<file path="config.mk">
export PLATFORM = sky130hd
export DESIGN_NAME = sha_digest_unpacker
export DESIGN_NICKNAME = d
export VERILOG_FILES = /design/src/rtl/sha256_pkg.sv /design/src/rtl/hex_nibble_to_ascii.sv /design/src/rtl/sha_digest_unpacker.sv
export SDC_FILE = /design/constraint.sdc
export NUM_CORES = 1
export LEC_CHECK = 0
export ABC_AREA = 1
export BUFFER_PORTS_ARGS = -buffer_cell sky130_fd_sc_hd__clkbuf_2
export CORE_ASPECT_RATIO = 1.75
export CORE_UTILIZATION = 60
export DETAILED_ROUTE_END_ITERATION = 8
export GPL_ROUTABILITY_DRIVEN = 0
export HOLD_SLACK_MARGIN = 0.06
export PLACE_DENSITY = 0.77
export SYNTH_ARGS = -nofsm -noshare
export SYNTH_HDL_FRONTEND = slang
export SYNTH_SLANG_ARGS = --single-unit
</file>
<file path="constraint.sdc">
create_clock -name clk -period 2.9 [get_ports clk]
set_input_delay 0.435 -clock clk [delete_from_list [all_inputs] [get_ports clk]]
set_output_delay 0.435 -clock clk [all_outputs]
set_load 0.02 [all_outputs]
</file>
<file path="src/rtl/sha256_pkg.sv">
// Shared FSM states and digest geometry for the SHA-256 digest unpacker.
// Used by sha_digest_unpacker and its optional hex-ASCII encoder.
package sha256_pkg;

  typedef enum logic [2:0] {
    S_IDLE    = 3'd0,
    S_LOAD    = 3'd1,
    S_ISSUE   = 3'd2,
    S_WAIT_TX = 3'd3,
    S_CLEANUP = 3'd4
  } state_t;

  localparam int DIGEST_WORDS     = 8;
  localparam int BYTES_PER_WORD   = 4;
  localparam int DIGEST_BYTES_RAW = 32;
  localparam int DIGEST_BYTES_HEX = 64;

endpackage

</file>
<file path="src/rtl/hex_nibble_to_ascii.sv">
// Combinational nibble to lowercase ASCII hex character.
// Only instantiated when the unpacker is built with HEX_ASCII_EN.
module hex_nibble_to_ascii (
  input  logic [3:0] nibble,
  output logic [7:0] ascii
);

  always_comb begin
    ascii = 8'h30;
    unique case (1'b1)
      (nibble < 4'd10): ascii = 8'h30 + {4'h0, nibble};
      default:          ascii = 8'h57 + {4'h0, nibble};
    endcase
  end

endmodule

</file>
<file path="src/rtl/sha_digest_unpacker.sv">
// Buffers an 8-word SHA-256 digest and streams it MSB-first to uart_tx.
// Define HEX_ASCII_EN to send each byte as two lowercase hex characters.
module sha_digest_unpacker #(
  parameter int DATA_WIDTH    = 32,
  parameter int DIGEST_WORDS  = 8,
  parameter int TIMEOUT_LIMIT = 100000
) (
  input  logic                  clk,
  input  logic                  rst_n,
  input  logic [DATA_WIDTH-1:0] core_word_in,
  input  logic                  core_dv_in,
  output logic [7:0]            tx_byte_out,
  output logic                  tx_dv_out,
  input  logic                  tx_done_in,
  output logic                  busy_out,
  output logic                  done_out,
  output logic                  err_out
);

  import sha256_pkg::*;

  localparam int TW = $clog2(TIMEOUT_LIMIT + 1);
  localparam int WI = $clog2(DIGEST_WORDS);
  localparam int RAW_N = DIGEST_WORDS * BYTES_PER_WORD;

`ifdef HEX_ASCII_EN
  localparam logic [6:0] LAST = 7'(2 * RAW_N - 1);
`else
  localparam logic [6:0] LAST = 7'(RAW_N - 1);
`endif

  state_t state, state_n;

  logic [DATA_WIDTH-1:0] words [DIGEST_WORDS];
  logic [3:0]            word_cnt;
  logic [6:0]            byte_cnt;
  logic [TW-1:0]         timer;

  logic                  store;
  logic                  tmo;
  logic [6:0]            idx_n;
  logic [WI-1:0]         wsel;
  logic [1:0]            bsel;
  logic [DATA_WIDTH-1:0] sel_word;
  logic [7:0]            raw_byte;
  logic [7:0]            byte_n;
  logic                  idx_unused;

  assign store = core_dv_in &&
                 (state == S_IDLE || state == S_LOAD);
  assign tmo   = (timer == TW'(TIMEOUT_LIMIT));

  // Index of the byte about to be issued, picked one cycle early
  // so the byte register is valid together with tx_dv_out.
  assign idx_n = (state == S_LOAD) ? 7'd0 : byte_cnt + 7'd1;

`ifdef HEX_ASCII_EN
  logic [3:0] nibble;

  assign wsel       = idx_n[WI+2:3];
  assign bsel       = idx_n[2:1];
  assign nibble     = idx_n[0] ? raw_byte[3:0] : raw_byte[7:4];
  assign idx_unused = ^idx_n[6:WI+3];

  hex_nibble_to_ascii u_hex (
    .nibble (nibble),
    .ascii  (byte_n)
  );
`else
  assign wsel       = idx_n[WI+1:2];
  assign bsel       = idx_n[1:0];
  assign byte_n     = raw_byte;
  assign idx_unused = ^idx_n[6:WI+2];
`endif

  assign sel_word = words[wsel];
  assign raw_byte = sel_word[(DATA_WIDTH-1) - 8*int'(bsel) -: 8];

  always_comb begin
    state_n = state;
    unique case (state)
      S_IDLE: begin
        if (core_dv_in) state_n = S_LOAD;
      end
      S_LOAD: begin
        if (core_dv_in && word_cnt == 4'(DIGEST_WORDS - 1))
          state_n = S_ISSUE;
      end
      S_ISSUE: begin
        state_n = S_WAIT_TX;
      end
      S_WAIT_TX: begin
        if (tx_done_in)
          state_n = (byte_cnt == LAST) ? S_CLEANUP : S_ISSUE;
        else if (tmo)
          state_n = S_IDLE;
      end
      S_CLEANUP: begin
        state_n = S_IDLE;
      end
      default: state_n = S_IDLE;
    endcase
  end

  always_ff @(posedge clk or negedge rst_n) begin
    if (!rst_n) begin
      state       <= S_IDLE;
      word_cnt    <= '0;
      byte_cnt    <= '0;
      timer       <= '0;
      tx_byte_out <= '0;
      for (int i = 0; i < DIGEST_WORDS; i++)
        words[i] <= '0;
    end else begin
      state <= state_n;
      if (store) begin
        words[word_cnt[WI-1:0]] <= core_word_in;
        word_cnt <= word_cnt + 4'd1;
      end
      if (state == S_LOAD && state_n == S_ISSUE)
        byte_cnt <= '0;
      if (state == S_ISSUE)
        timer <= '0;
      if (state == S_WAIT_TX) begin
        if (tx_done_in) byte_cnt <= byte_cnt + 7'd1;
        else            timer    <= timer + TW'(1);
      end
      if (state_n == S_ISSUE)
        tx_byte_out <= byte_n;
      // Clearing last keeps a timed-out timer from stepping past the limit.
      if (state_n == S_IDLE) begin
        word_cnt <= '0;
        byte_cnt <= '0;
        timer    <= '0;
      end
    end
  end

  assign tx_dv_out = (state == S_ISSUE);
  assign busy_out  = (state != S_IDLE);
  assign done_out  = (state == S_CLEANUP);
  assign err_out   = (state == S_WAIT_TX) && !tx_done_in && tmo;

endmodule

</file>
==> run metrics, run 1 <==
footprint of the multi-input gates=0.00572 mm^2; crit-path max FO=17; switching part of the total=38.3%; RSZ-0062 raised after global routing=false; FILL cells=1894; vias per inst=6.12; Antenna Diode Count=0; CP Data Arrival Time=2.10 ns; CTS tree=yes; drt first pass iters=5; flop2flop setup slack=0.47 ns; status=finished clean; antenna violations before repair=0; top cells by area, synth=dfrtp_1, nand3_1, nand2_1; DP HPWL=23700 um; final slew viol count=0; Yosys top cell area share=53.0%; WHS=0.235 ns; post-route setup TNS=0 ns; total gr overflow=0; fin crit share=87.4%; Worst Hold Path EP=word_cnt[0]; cells after synthesis=1731; remaining antenna violation count=0; PnR Total Power=15.5 mW; fraction of layout cells with a size suffix above 1=8.86%; Seq/Total Area, Yosys=53.0%; r2r worst-path depth=8; most frequent cells in the layout=nand2_1, nand3_1, dfrtp_1, o21ai_0, nor2_1; worst-skew pair later-pin latency=0.54 ns; Root Buffer=clkbuf_16; worst hold path class=in -> reg; CTS Buf Count=26; 1st-iter DRT viols=1216; Non-Filler Instances=2049; via count=12537; vias in the first global route=12269; Syn-to-layout area delta=9.95%; pre-CTS WS=0.530 ns; placed insts=2000; Final Core Density=67.3%; final hold violation count=0; f_max=395 MHz; Clock Path Buffers=3; first-pass GRT wire length=63300 um; final instance area=0.0153 mm^2; clock period minus worst slack=2.53 ns; most common library cell in the layout ignoring fill and taps=nand2_1; Die ar.=0.0238 mm^2; GRT Total Usage=34.6%; R2R Path End=timer[7]; Initial Utilization=61.2%; largest area contributor in the netlist=dfrtp_1; I/O pins=48; Max VDD drop=0.000740 V; largest net degree at the start of global routing=79; clk slew on worst S/H paths=0.07 ns; RR Startpoint=word_cnt[1]; Mapped Area=0.0139 mm^2; die width=117 um; P per Cell Area=1010 mW/mm^2; setup violators final=0; Placement Cell Area=0.0144 mm^2; nets@finish=1769; H-tree depth=1; CP endpoint kind=output port; final setup margin=0.367 ns; worst clock skew=0.0195 ns; Netlist cell types=32; post-CTS sizing=0; final WL=39300 um; syn avg cell area=8.04 um^2; combinational share of power=32.4%; hold_sp=core_dv_in; clock group share of total power=22.3%; crit start category=flop; worst rel slew slack=47.3%; CP Data Required Time=2.47 ns; die height=204 um; register share of total power=45.3%; crit path kind=reg -> out; CORE AREA=0.0227 mm^2; Int Power=9.54 mW; Max Cap Viol=0; port bufs=47; DRC=0; # rows=73; Psw=5.92 mW; WL per Instance=19.2 um; Synth Net Count=1771; Synthesis Warnings=0; Tightest Pin Transition=0.788 ns; Hold Path Depth=3; Register Area=0.00738 mm^2; register bit total from synthesis=295; static leakage=7.16 nW; Num Clock Sinks=295
==> layout make-up <==
type / count / share of cell area (%)
Clock buffer: 37 / 5.05
Clock inverter: 11 / 0.523
Inverter: 79 / 1.94
Multi-Input combinational cell: 1244 / 37.4
Sequential cell: 295 / 48.2
Tap cell: 300 / 2.45
Timing Repair Buffer: 83 / 4.45
==> power by group through the flow <==
stage                     registers (mW)  logic (mW)  clock network [mW]
after floorplan                     6.68        3.60                   0
after global routing                7.15        5.65                3.67
final                               7.00        5.01                3.45
after global placement              6.92        4.78                   0
after detailed placement            6.98        4.94                   0
after CTS                           6.94        4.99                3.49
==> synth_stat cells (all sizes together) <==
master	instances
nand2	448
nand3	362
dfrtp	295
o21ai	208
nor2	108
a21oi	81
inv	79
buf	67
clkbuf	46
nand4	15
nor3	6
ha	4
nor4	3
xor2	3
a211oi	1
nand3b	1
o211ai	1
o21a	1
o22ai	1
or2	1
==> timing repair <==
item	4_1_cts	5_1_grt
buffers inserted	0	0
hold buffers	1	0
hold endpoints to repair	73	0
setup endpoints to repair	0	0
==> worst max-delay path by stage <==
stage | from | to | cells past startpoint
floorplan | byte_cnt[0] | tx_byte_out[2] | 15
global placement | word_cnt[1] | timer[7] | 8
detailed placement | word_cnt[1] | timer[7] | 8
CTS | state[1] | err_out | 8
global route | state[1] | err_out | 8
finish | state[1] | err_out | 8
==> worst max-delay path: stages, from the launching register on <==
cell	delay (ns)
dfrtp_1	0.42
inv_1	0.07
nor2_2	0.14
nand2_2	0.14
nor2_2	0.10
buf_4	0.22
inv_1	0.15
nor2_1	0.12
clkbuf_2	0.18
==> state kept, by name (all words and copies together) (netlist names) <==
| register | flops |
|---|---|
| byte_cnt | 7 |
| state | 3 |
| timer | 17 |
| tx_byte_out | 8 |
| word_cnt | 4 |
| words | 256 |
==> cells by family after synthesis <==
logic type / synth area share [%]
fa+ha+maj: 0.359
simple gates: 29.8
buf+inv: 5.97
xor+xnor: 0.189
flops: 53.0
compound gates: 10.7
==> metal layers <==
metal  global-route usage [%]  wire (um)  up-vias
li1                         -          -     5753
met1                     42.8      14700     6043
met2                     57.0      19500      584
met3                     4.52       2730      157
met4                     21.2       2380        0
met5                        0          0        -
Note: power is estimated with default switching activity, not from simulation.
==> run 2: changes to the inputs <==
Settings changed: ABC_AREA 1 to 0.
==> run 2 against run 1 <==
Effect of this change:
- non-clock buffer count grew 23
- clock-buffer cell count shrank 4
- worst hold slack lost 0.023 ns
- sequential cell count is the same
- design area grew 3.6%
- core utilization grew 2.4 points
- combinational power shrank 7.6%
- via count shrank 18%
- clock power grew 15%
- first-iteration DRC count shrank 31%
- global-route usage shrank 2.9 points
- critical path type is now reg -> reg
==> run metrics, run 2 <==
Die ar.=0.0239 mm^2; cells after synthesis=1224; Synthesis Warnings=0; Biggest register=words; port bufs=47; Mapped Area=0.0140 mm^2; top cells by area, synth=dfrtp_1, mux2_2, nand2_1; Placement Cell Area=0.0148 mm^2; nets@finish=1319; crit path kind=reg -> reg; routed wl met3=2170 um; Antenna Diode Count=0; worst rel slew slack=44.1%; remaining antenna violation count=0; # rows=73; most frequent cells in the layout=dfrtp_1, mux2_2, nand2_1, nand3_1, a21oi_1; Non-Filler Instances=1597; placed insts=1549; Initial Utilization=61.4%; Register Area=0.00738 mm^2; footprint of the multi-input gates=0.00623 mm^2; die height=204 um; WL per Instance=23.3 um; highest routed layer=met4; vias in the first global route=10742; final WL=37200 um; CP Data Required Time=3.27 ns; top_reg_cell synth=dfrtp_1; total gr overflow=0; Syn-to-layout area delta=13.7%; CTS tree=yes; f_max=355 MHz; worst hold path class=in -> reg; vias per inst=6.46; CP Data Arrival Time=3.19 ns; fraction of layout cells with a size suffix above 1=33.5%; FFs w/ async S/R, synth=100%; Seq/Total Area, Yosys=52.9%; GRT Total Usage=31.8%; largest area contributor in the netlist=dfrtp_1; final instance area=0.0159 mm^2; most common library cell in the layout ignoring fill and taps=dfrtp_1; I/O pins=48; RSZ-0062 raised after global routing=false; final hold violation count=0; biggest registers after layout=words x256, timer x17, tx_byte_out x8; Clock Path Buffers=3; Tightest Pin Transition=0.833 ns; crit-path max FO=13; clk slew on worst S/H paths=0.07 ns; worst clock skew=0.0115 ns; Max Cap Viol=0; routed length on met2=18800 um; Synth Net Count=1264; drt first pass iters=5; most frequent cells after synthesis=dfrtp_1, mux2_2, nand2_1; Metal-1 WL=13900 um; FILL cells=1629; CP endpoint kind=flop; DRC=0; post-route setup TNS=0 ns; DP HPWL=23600 um; Num Clock Sinks=295; die width=117 um; syn avg cell area=11.4 um^2; setup violators final=0; Post-synth EDFFs=0; largest net degree at the start of global routing=78; register bit total from synthesis=295; P per Cell Area=984 mW/mm^2; CORE AREA=0.0227 mm^2; status=finished clean; Yosys top cell area share=52.9%; fin crit share=97.0%; most frequent cell after synthesis=dfrtp_1; worst-skew pair later-pin latency=0.54 ns; first-pass GRT wire length=58900 um; setup bufs post-CTS=0; Netlist cell types=61; clock period minus worst slack=2.81 ns; final slew viol count=0; CTS Buf Count=26; crit start category=flop; via count=10312; Largest register FFs=256; H-tree depth=1; antenna violations before repair=0; 1st-iter DRT viols=836; Max VDD drop=0.000659 V; Root Buffer=clkbuf_16; static leakage=7.16 nW
-- run 2: cell count changes after synthesis, sizes merged, moves of 12 or more --
| cell | delta |
|---|---|
| nand2 | -260 |
| inv | -66 |
| mux2 | +258 |
| o21ai | -184 |
| mux2i | +32 |
| a21oi | -12 |
| clkbuf | -32 |
| nand3 | -291 |
| nor2 | -71 |
-- run 2: cell families after synthesis --
kind of cell               after synthesis  synth area share, %
AOI/OAI and AO/OA                      178                 8.34
xor gates and xnor gates                10                0.627
adders and majority gates                4                0.359
buffers and inverters                   94                 3.17
DFF                                    295                 52.9
muxes                                  290                 23.1
and+or+nand+nor                        353                 11.5
-- run 2: what timing repair did --
item,in CTS,in global routing
gates cloned,0,1
gates resized for setup,2,5
hold endpoints to repair,71,0
hold buffers,1,0
setup endpoints to repair,2,4
pin swaps,0,1
-- run 2: per-stage QoR --
step                      power (mW)  utilization [%]  worst slack (ns)  hold WS, ns
final                           15.6             69.8            0.0859        0.212
after global routing            16.3             69.8            0.0326        0.246
after CTS                       15.6             69.6            0.0215        0.204
after detailed placement        11.6             65.2            0.0732        0.472
after global placement          11.3             65.2             0.148        0.468
after floorplan                 9.97                -             0.618        0.139
-- run 2: worst max-delay path, cell delays in order (launching register included) --
cell	delay (ns)
dfrtp_1	0.62
nand3_2	0.21
xnor2_2	0.39
buf_12	0.20
buf_4	0.21
a221oi_1	0.10
a311oi_1	0.70
o311ai_1	0.21
-- run 2: final cells by class --
cell class	count	share of cell area, %
clock inverter	13	1.56
tap	300	2.37
inverter	14	0.331
sequential	295	46.5
clock buffer	33	4.65
timing repair buffer	106	5.32
multi-input combinational	836	39.2
-- run 2: metal layers --
metal,GRT usage [%],vias to the layer above
li1,-,4504
met1,37.6,5232
met2,55.0,426
met3,3.91,150
met4,19.8,0
met5,0,-
-- run 2: where the power goes --
part | internal (mW) | switching [mW] | total (mW)
clock network | 2.42 | 1.54 | 3.96
logic | 2.36 | 2.28 | 4.63
registers | 5.98 | 1.05 | 7.02
total | 10.8 | 4.86 | 15.6
-- run 2: path summary, 6_finish.rpt --
path,start,to,slack [ns],cells after the start
hold / removal,core_dv_in,word_cnt[1],0.21,3
min in group asynchronous,rst_n,words[20],0.49,2
setup / recovery,byte_cnt[2],tx_byte_out[4],0.09,7
max in group asynchronous,rst_n,timer[0],1.54,4
setup reg to reg,byte_cnt[2],tx_byte_out[4],0.09,7
hold reg to reg,words[224],words[224],0.50,1
==> run 3: changes to the inputs <==
Settings changed: CORE_ASPECT_RATIO 1.75 to 2.
Clock period 2.9 ns to 3.2 ns, I/O delays scaled along.
==> run 3 against run 2 <==
Effect of this change:
- setup slack improved by 0.13 ns
- sequential power decreased by 9.0%
- global-route usage about the same
- sequential share of layout area increased by 1.2 points
- clock power decreased by 24%
- design area decreased by 2.5%
- largest cell class unchanged
- clock-buffer cell count increased by 5
- via count decreased by 2.1%
- register-to-register slack improved by 0.13 ns
- worst hold slack improved by 0.051 ns
==> run metrics, run 3 (synthesized netlist as in run 2, its figures left out) <==
CTS tree=yes; 1st-iter DRT viols=756; Slowest cell on crit path=dfrtp_1; f_max=335 MHz; WHS=0.262 ns; die width=110 um; clk slew on worst S/H paths=0.07 ns; vias per inst=6.46; CP endpoint kind=flop; Max VDD drop=0.000584 V; final slew viol count=0; fin crit share=93.3%; Largest register FFs=256; worst clock skew=0.00792 ns; # hold bufs at CTS=1; largest net degree at the start of global routing=99; Antenna Diode Count=0; H-tree depth=1; first-pass GRT wire length=57200 um; post-route setup TNS=0 ns; worst hold path class=in -> reg; P per Cell Area=867 mW/mm^2; Num Clock Sinks=295; Syn-to-layout area delta=10.8%; worst-skew pair later-pin latency=0.55 ns; setup bufs post-CTS=0; FILL cells=1687; final hold violation count=0; CP Data Arrival Time=3.43 ns; via count=10092; static leakage=7.00 nW; worst rel slew slack=44.5%; die height=218 um; post-CTS sizing=0; crit path kind=reg -> reg; remaining antenna violation count=0; GRT Total Usage=31.8%; most frequent cells in the layout=dfrtp_1, mux2_2, nand2_1, nand3_1, a21oi_1; CTS Buf Count=26; most used cell, CP=buf_4; clock period minus worst slack=2.99 ns; port bufs=47; DRC=0; biggest registers after layout=words x256, timer x17, tx_byte_out x8; Root Buffer=clkbuf_16; status=finished clean; setup violators final=0; vias in the first global route=10517; CP Data Required Time=3.64 ns; RSZ-0062 raised after global routing=false; # rows=78; antenna violations before repair=0; Max Cap Viol=0; WL per Instance=23.1 um; Biggest register=words; Tightest Pin Transition=0.833 ns; most common library cell in the layout ignoring fill and taps=dfrtp_1; final WL=36100 um; Die ar.=0.0239 mm^2; CORE AREA=0.0227 mm^2; crit path cell chain=ha_1, xnor2_2, buf_4, a21oi_1, buf_4, o21ai_0, o22ai_1, a221o_1, o311ai_1; crit start category=flop; fraction of layout cells with a size suffix above 1=32.1%; total gr overflow=0; crit-path max FO=31; DP HPWL=22600 um; Initial Utilization=61.4%; nets@finish=1306; CP peak stage delay=0.50 ns; I/O pins=48; PnR Total Power=13.4 mW; Clock Path Buffers=3; drt first pass iters=5
==> run 3: final timing paths <==
kind | start | to | slack [ns] | depth (start not counted)
min reg2reg | words[38] | words[38] | 0.49 | 1
max in group asynchronous | rst_n | words[32] | 1.72 | 3
min | core_word_in[6] | words[38] | 0.26 | 2
max reg2reg | byte_cnt[0] | tx_byte_out[4] | 0.21 | 9
max | byte_cnt[0] | tx_byte_out[4] | 0.21 | 9
min in group asynchronous | rst_n | words[181] | 0.55 | 2
==> run 3: critical path: cells and delay by family (launching register included) <==
family | cells | cell delay [ns]
compound gates | 5 | 1.08
buf+inv | 2 | 0.69
flops | 1 | 0.50
fa+ha+maj | 1 | 0.40
xor+xnor | 1 | 0.18
==> run 3: through the flow <==
| step | area, um^2 | setup slack [ns] | instances | util, % |
|---|---|---|---|---|
| 5_1_grt | 15500 | 0.111 | 1562 | 68.0 |
| 6_report | 15500 | 0.213 | 1562 | 68.0 |
| 2_1_floorplan | 14000 | 0.918 | 1224 | - |
| 4_1_cts | 15500 | 0.250 | 1562 | 68.0 |
| 3_5_place_dp | 14600 | 0.294 | 1517 | 64.4 |
| 3_3_place_gp | 14600 | 0.365 | 1517 | 64.4 |
==> run 3: area by class of cell <==
type | instances | area (um^2) | share of cell area (%)
multi-input cells | 835 | 6190 | 40.0
repair buffers | 94 | 688 | 4.45
clock inverters | 6 | 33.8 | 0.218
clock buffers | 38 | 777 | 5.02
flip-flops and latches | 295 | 7380 | 47.7
inverters | 14 | 52.6 | 0.340
well taps | 280 | 350 | 2.26
==> run 3: metal layers <==
layer | vias to the layer above | wire length, um | track usage [%]
li1 | 4471 | - | -
met1 | 5146 | 13400 | 37.2
met2 | 373 | 19000 | 54.8
met3 | 102 | 1910 | 4.36
met4 | 0 | 1810 | 18.3
met5 | - | 0 | 0
==> run 3: where the power goes <==
part	internal, mW	leakage, nW	switching [mW]
combinational	2.08	2.90	1.93
sequential	5.42	3.69	0.969
clock	1.67	0.406	1.35
total	9.17	7.00	4.25
